--- src/rtl/dmem_pkg.sv ---
// Shared types and constants for the wait-stated data memory controller.
package dmem_pkg;

   typedef enum logic [1:0] {
      SZ_BYTE = 2'b00,
      SZ_HALF = 2'b01,
      SZ_WORD = 2'b10
   } mem_size_t;

   typedef enum logic [1:0] {
      IDLE = 2'b00,
      BUSY = 2'b01,
      DONE = 2'b10
   } dmem_state_t;

   localparam int WAIT_W = 4;

endpackage

--- src/rtl/dmem_align.sv ---
// Lane steering for byte/halfword/word accesses: byte enables, write-data
// replication, read-data extraction and misalignment detection.
module dmem_align
   import dmem_pkg::*;
(
   input  logic [1:0]  i_size,
   input  logic [1:0]  i_addr_lo,
   input  logic [31:0] i_wdata,
   input  logic [31:0] i_rword,
   output logic [3:0]  o_be,
   output logic [31:0] o_wdata,
   output logic [31:0] o_rdata,
   output logic        o_misaligned
);

   logic [31:0] w_rshift;

   // Offsets are always aligned down; the caller decides what a misaligned access means.
   always_comb begin
      o_be         = 4'b1111;
      o_wdata      = i_wdata;
      o_rdata      = i_rword;
      o_misaligned = 1'b0;
      w_rshift     = i_rword >> {i_addr_lo, 3'b000};
      case (i_size)
         SZ_BYTE: begin
            o_be    = 4'b0001 << i_addr_lo;
            o_wdata = {4{i_wdata[7:0]}};
            o_rdata = {24'h000000, w_rshift[7:0]};
         end
         SZ_HALF: begin
            o_be         = i_addr_lo[1] ? 4'b1100 : 4'b0011;
            o_wdata      = {2{i_wdata[15:0]}};
            o_rdata      = {16'h0000, (i_addr_lo[1] ? i_rword[31:16] : i_rword[15:0])};
            o_misaligned = i_addr_lo[0];
         end
         default: begin
            o_misaligned = |i_addr_lo;
         end
      endcase
   end

endmodule

--- src/rtl/dmem_ctrl.sv ---
// Wait-stated data memory with req/ready handshake and byte/half/word sizes.
// Define DMEM_ERR_EN to suppress misaligned accesses and flag them on o_err.
module dmem_ctrl
   import dmem_pkg::*;
#(
   parameter int DEPTH = 64,
   parameter int WAIT  = 2
) (
   input  logic        i_clk,
   input  logic        i_reset,
   input  logic        i_req,
   input  logic        i_we,
   input  logic [1:0]  i_size,
   input  logic [31:0] i_addr,
   input  logic [31:0] i_wdata,
   output logic [31:0] o_rdata,
   output logic        o_ready,
   output logic        o_busy,
   output logic        o_err
);

   localparam int AW = $clog2(DEPTH);

   dmem_state_t       r_state;
   logic [WAIT_W-1:0] r_cnt;
   logic              r_we;
   logic [1:0]        r_size;
   logic [AW+1:0]     r_addr;
   logic [31:0]       r_wdata;
   logic [31:0]       r_rdata;
   logic              r_ready;
   logic              r_busy;
   logic [31:0]       r_mem [DEPTH];

   logic [AW-1:0]     w_idx;
   logic [31:0]       w_rword;
   logic [3:0]        w_be;
   logic [31:0]       w_wdata_sh;
   logic [31:0]       w_rdata_ext;
   logic              w_mis;
   logic              w_fault;
   logic              w_access;
   logic              w_accept;

   assign w_idx    = r_addr[AW+1:2];
   assign w_rword  = r_mem[w_idx];
   assign w_access = (r_state == BUSY) && (r_cnt == '0);
   assign w_accept = i_req && ((r_state == IDLE) || (r_state == DONE));

   dmem_align u_align (
      .i_size       (r_size),
      .i_addr_lo    (r_addr[1:0]),
      .i_wdata      (r_wdata),
      .i_rword      (w_rword),
      .o_be         (w_be),
      .o_wdata      (w_wdata_sh),
      .o_rdata      (w_rdata_ext),
      .o_misaligned (w_mis)
   );

`ifdef DMEM_ERR_EN
   logic r_err;
   assign w_fault = w_mis;
   assign o_err   = r_err;

   always_ff @(posedge i_clk or posedge i_reset) begin
      if (i_reset)
         r_err <= 1'b0;
      else
         r_err <= w_access && w_mis;
   end
`else
   assign w_fault = 1'b0 & w_mis;
   assign o_err   = 1'b0;
`endif

   always_ff @(posedge i_clk or posedge i_reset) begin
      if (i_reset) begin
         r_state <= IDLE;
         r_cnt   <= '0;
         r_we    <= 1'b0;
         r_size  <= 2'b00;
         r_addr  <= '0;
         r_wdata <= '0;
         r_rdata <= '0;
         r_ready <= 1'b0;
         r_busy  <= 1'b0;
      end else begin
         r_ready <= 1'b0;
         case (r_state)
            IDLE, DONE: begin
               if (w_accept) begin
                  r_we    <= i_we;
                  r_size  <= i_size;
                  r_addr  <= i_addr[AW+1:0];
                  r_wdata <= i_wdata;
                  r_cnt   <= WAIT_W'(WAIT);
                  r_busy  <= 1'b1;
                  r_state <= BUSY;
               end else begin
                  r_state <= IDLE;
               end
            end
            BUSY: begin
               if (r_cnt != '0) begin
                  r_cnt <= r_cnt - 1'b1;
               end else begin
                  if (!r_we)
                     r_rdata <= w_fault ? 32'h0 : w_rdata_ext;
                  r_ready <= 1'b1;
                  r_busy  <= 1'b0;
                  r_state <= DONE;
               end
            end
            default: begin
               r_busy  <= 1'b0;
               r_state <= IDLE;
            end
         endcase
      end
   end

   // Array is deliberately not reset; reset only abandons the pending access.
   always_ff @(posedge i_clk) begin
      if (w_access && r_we && !w_fault && !i_reset) begin
         for (int i = 0; i < 4; i++) begin
            if (w_be[i])
               r_mem[w_idx][8*i +: 8] <= w_wdata_sh[8*i +: 8];
         end
      end
   end

   assign o_rdata = r_rdata;
   assign o_ready = r_ready;
   assign o_busy  = r_busy;

endmodule
--- config.mk ---
export PLATFORM = sky130hd
export DESIGN_NAME = dmem_ctrl
export DESIGN_NICKNAME = d
export VERILOG_FILES = /design/src/rtl/dmem_pkg.sv /design/src/rtl/dmem_align.sv /design/src/rtl/dmem_ctrl.sv
export SDC_FILE = /design/constraint.sdc
export NUM_CORES = 2
export LEC_CHECK = 0
export ABC_AREA = 1
export CAP_MARGIN = 20
export CORE_ASPECT_RATIO = 0.6
export CORE_MARGIN = 2
export CORE_UTILIZATION = 50
export CTS_BUF_LIST = sky130_fd_sc_hd__clkbuf_16
export CTS_CLUSTER_SIZE = 25
export DETAILED_ROUTE_END_ITERATION = 16
export GPL_TIMING_DRIVEN = 0
export PLACE_DENSITY_LB_ADDON = 0.12
export SLEW_MARGIN = 30
export SYNTH_ARGS = -nofsm -noshare
export SYNTH_HDL_FRONTEND = slang
export SYNTH_SLANG_ARGS = --single-unit
--- constraint.sdc ---
create_clock -name i_clk -period 4.85 [get_ports i_clk]
set_input_delay 1.455 -clock i_clk [delete_from_list [all_inputs] [get_ports i_clk]]
set_output_delay 1.455 -clock i_clk [all_outputs]
set_load 0.01 [all_outputs]
==> flow_summary.rst <==
.. list-table::
   :header-rows: 1

   * - Metric
     - Value
   * - Number of filler cells placed in the layout
     - 15.07k
   * - DPL Wire Length
     - about 260000 um
   * - Number of enable-type register cells in the synthesized netlist
     - 2048
   * - Number of nets with antenna violations after detailed routing
     - 0
   * - Core outline area
     - ~0.18 mm2
   * - Crit path from
     - i_reset
   * - Detailed-routing iteration count for the pre-antenna-repair pass
     - 7
   * - Final WS setup
     - 0.1551 ns
   * - Yosys top cell area share
     - approximately 69%
   * - Cell count of the worst reg-to-reg path
     - 7
   * - Maximum vdd ir drop
     - 0.3524 mV
   * - Clock-pin slew on the worst setup and hold paths
     - 0.07 ns
   * - Time the worst path needs with I/O delays and setup
     - 4.695 ns
   * - Dominant combinational cell family by area after synthesis
     - simple AND/OR/NAND/NOR gates
   * - Count of mapped cells out of synthesis
     - ~8.3k
   * - Layout Nets
     - a little under 9k
   * - Reg2reg setup slack
     - 0.25 ns
   * - Power density cells
     - 673.3 mW/mm2
   * - Net Sw Power
     - 29.41 mW
   * - Critical Path AT
     - approximately 5.2 ns
   * - CTS HTree Levels
     - 4
   * - Post-CTS setup repair buffer count
     - 0
   * - Worst Path Class, Setup
     - input port to flip-flop
   * - Synth Area in Compound Gates
     - under 10%
   * - Share of the clock period used by the worst path after layout
     - 96.80%
   * - Later-pin clock latency in the skew report
     - 0.88 ns
   * - Part of the power in registers
     - 35.7%
   * - Share of final-layout standard cells stronger than drive strength 1
     - 11.76%
   * - Initial Util
     - roughly half
   * - Count of different cell masters after synthesis
     - 31
   * - Total of hold buffers inserted after clock tree synthesis
     - 0
   * - Async set-reset flop share out of synthesis
     - under 10%
   * - Maximum operating frequency
     - between 0.2 and 0.25 GHz
   * - Detailed-route via count
     - 66.10k
   * - Number of buffers on the longest clock path
     - 4
   * - Number of violations reported at the end of detailed-routing iteration 0
     - 11.96k
   * - Outcome
     - completed
   * - Capturing element type of the critical path
     - flip-flop
   * - Slowest-stage cell, CP
     - sky130_fd_sc_hd__nor2_1
   * - Share of total power in combinational logic
     - 41.6%
   * - Syn-to-layout area delta
     - 14.72%
   * - Number of antenna violations at the first check in global routing
     - 13
   * - Die height
     - 331.3 um
   * - CTS tree
     - done
   * - Critical R2R Capture
     - r_mem[54][3]$_DFFE_PP_
   * - Clock Power Share
     - between 20% and 30%
   * - Worst setup path endpoint
     - r_mem[35][27]$_DFFE_PP_
   * - Kind of launch point of the worst setup path
     - input port
   * - Skew final
     - 0.04959 ns
   * - Proportion of synthesized chip area in sequential cells
     - 71.22%
   * - Num ports
     - 105
   * - Largest incremental delay on the critical path
     - 0.89 ns
   * - Data required time at the worst endpoint
     - about 5.3 ns
   * - Number of synthesized register bits
     - 2131
   * - Main area contributors after synthesis
     - sky130_fd_sc_hd__edfxtp_1, sky130_fd_sc_hd__nand2_1, sky130_fd_sc_hd__inv_1, sky130_fd_sc_hd__nor2_1, sky130_fd_sc_hd__dfrtp_1
   * - Parity-gate share of the synthesized area counting xor and xnor cells
     - less than 1%
   * - Cell chain of the critical path
     - clkdlybuf4s50_1 > inv_6 > buf_16 > nand2_1 > nor2_1 > nand2_1 > clkbuf_1 > nor2_1
   * - Average via count per standard cell
     - 5.892
   * - DRC violation count after routing
     - 0
   * - Wire length after detailed routing
     - 352300 um
   * - Commonest cells in the netlist
     - sky130_fd_sc_hd__nand2_1, sky130_fd_sc_hd__edfxtp_1, sky130_fd_sc_hd__inv_1
   * - YS warnings
     - 0
   * - Number of global-route vias before repair
     - around 60k
   * - Highest net fanout along the worst path
     - between 50 and 60
   * - Post-synthesis share of cell area spent on full adders, half adders and majority gates
     - 0.01402%
   * - Std cell rows
     - between 100 and 150
   * - Leading cell type by number of instances after synthesis
     - sky130_fd_sc_hd__nand2_1
   * - Number of hold violations in the final report
     - 0
   * - Post-cts gate resize count
     - 0
   * - Fin cells
     - 11.22k
   * - Origin of the critical flop-to-flop path
     - r_addr[4]$_DFFE_PP0P_
   * - Number of setup violations in the final report
     - 0
   * - Mean post-synth cell area
     - around 11 um2
   * - Count of port buffers added during placement
     - 79
   * - CTS Sinks
     - 2131
   * - Slew Viols, Final
     - 0
   * - Pin count of the biggest net entering global routing
     - 57
   * - Switching part of the total power
     - 42.65%
   * - Top cell type by total area after synthesis
     - sky130_fd_sc_hd__edfxtp_1
   * - Setup repair after global routing missed its margin
     - false
   * - Area of the die
     - 0.1820 mm2
   * - Worst Tran Pin Value
     - 1.158 ns
   * - Predominant post-synthesis flop cell
     - sky130_fd_sc_hd__edfxtp_1
   * - Wire length of the first global-routing pass
     - about 480000 um
   * - Clock buffer count from CTS
     - 202
   * - Fraction of synthesized area in multiplexers
     - 0%
   * - GRT Overall Usage
     - 38.27%
   * - Worst hold path type
     - flip-flop to flip-flop
   * - Leak pwr
     - 40.92 nW
   * - Simple logic cell fraction of the synthesized area
     - 18.77%
   * - Routed length per placed instance
     - 31.40 um
   * - Sum of overflow across all layers after global routing
     - 0
   * - Internal power consumption
     - around 40 mW
   * - Width of the die
     - 549.5 um
   * - Global placer's final weighted congestion
     - 1.025
   * - Number of max-capacitance violations reported
     - 0
   * - Number of cells after detailed placement
     - 10.86k
   * - Netlist area before placement
     - between 0.08 and 0.09 mm2
   * - Clock Tree Root
     - sky130_fd_sc_hd__clkbuf_16
   * - Post-Place Setup Slack
     - -0.7546 ns
   * - Synthesized netlist net count
     - 8354
   * - Max-slew headroom
     - around 23%
==> cells in the final DEF (no fill, tap or decap), types with 79 or more instances in the layout <==
cell type and count:
sky130_fd_sc_hd__clkbuf_16 205, sky130_fd_sc_hd__o211ai_1 80, sky130_fd_sc_hd__a21oi_1 287, sky130_fd_sc_hd__nor2_1 422
sky130_fd_sc_hd__o21ai_1 81, sky130_fd_sc_hd__nand3_1 386, sky130_fd_sc_hd__clkbuf_1 108, sky130_fd_sc_hd__nand2_1 3061
sky130_fd_sc_hd__clkdlybuf4s50_1 79, sky130_fd_sc_hd__nor2_2 158, sky130_fd_sc_hd__or2_2 148, sky130_fd_sc_hd__o21ai_0 238
sky130_fd_sc_hd__edfxtp_1 2048, sky130_fd_sc_hd__inv_1 809, sky130_fd_sc_hd__buf_2 270
==> power groups by stage <==
stage | Clock [mW] | Combinational [mW] | Sequential, mW
2_1_floorplan | 0 | 11.5 | 25.5
3_5_place_dp | 0 | 27.2 | 25.0
5_1_grt | 16.3 | 29.4 | 24.7
3_3_place_gp | 0 | 22.8 | 26.5
4_1_cts | 15.6 | 27.3 | 24.6
6_report | 15.6 | 28.7 | 24.6
==> kinds of logic (layout without fill, tap and decap cells) <==
| family | Yosys count | count (layout) |
|---|---|---|
| and+or+nand+nor | 4213 | 4213 |
| DFF | 2131 | 2131 |
| buffers and inverters | 1195 | 1750 |
| AOI/OAI and AO/OA | 741 | 741 |
| adders and majority gates | 1 | 1 |
| other | 1 | 3 |
| xor gates and xnor gates | 1 | 1 |
==> stage by stage <==
step           util [%]  setup TNS, ns  area, um2  hold slack [ns]  power [mW]
2_1_floorplan         -              0      89260           0.4487       37.03
3_3_place_gp      52.29              -      93030           0.4831       49.30
3_5_place_dp      53.99        -403.39      96060           0.4852       52.26
4_1_cts           57.49              0     102300           0.5085       67.54
5_1_grt           57.55              0     102400           0.5268       70.35
6_report          57.56              0     102400           0.5049       68.95
==> worst min path at each step <==
stage / slack (ns) / depth (start not counted) / endpoint / startpoint
3_5_place_dp: 0.49 / 2 / r_wdata[20]$_DFFE_PP0P_ / r_wdata[20]$_DFFE_PP0P_
2_1_floorplan: 0.45 / 2 / r_wdata[16]$_DFFE_PP0P_ / r_wdata[16]$_DFFE_PP0P_
3_3_place_gp: 0.48 / 2 / r_wdata[20]$_DFFE_PP0P_ / r_wdata[20]$_DFFE_PP0P_
6_report: 0.50 / 2 / o_rdata[14]$_DFFE_PP0P_ / o_rdata[14]$_DFFE_PP0P_
4_1_cts: 0.51 / 1 / o_rdata[28]$_DFFE_PP0P_ / o_rdata[28]$_DFFE_PP0P_
5_1_grt: 0.53 / 1 / o_rdata[26]$_DFFE_PP0P_ / o_rdata[26]$_DFFE_PP0P_
==> metal layers <==
metal | wire length [um] | up-vias | GRT usage [%]
met5 | 209 | - | 0.7588
met3 | 58040 | 559 | 15.36
met2 | 135400 | 4837 | 49.36
li1 | - | 28130 | -
met1 | 146200 | 32570 | 58.19
met4 | 12490 | 6 | 12.03
==> worst max-delay path: cells and delay by family <==
kind                   cells  cell delay, ns
and+or+nand+nor            4            1.94
buffers and inverters      4            1.63
==> cell type report <==
class                      instances  area [um2]  area share, %
buffer                           430        2032          1.984
timing repair buffer             197        3128          3.055
sequential                      2131       63610          62.11
inverter                         765        2879          2.811
antenna                            2       5.005       0.004887
clock inverter                   153        1101          1.075
tap                             2379        2977          2.907
clock buffer                     205        5130          5.010
multi-input combinational       4957       21550          21.04
==> state kept, by name, indices dropped and copies added, names as in the netlist <==
register  cells
r_state       2
o_rdata      32
r_cnt         4
r_mem      2048
o_ready       1
r_size        2
r_addr        8
r_we          1
r_wdata      32
o_busy        1
Power figures use the tool's default switching activity.
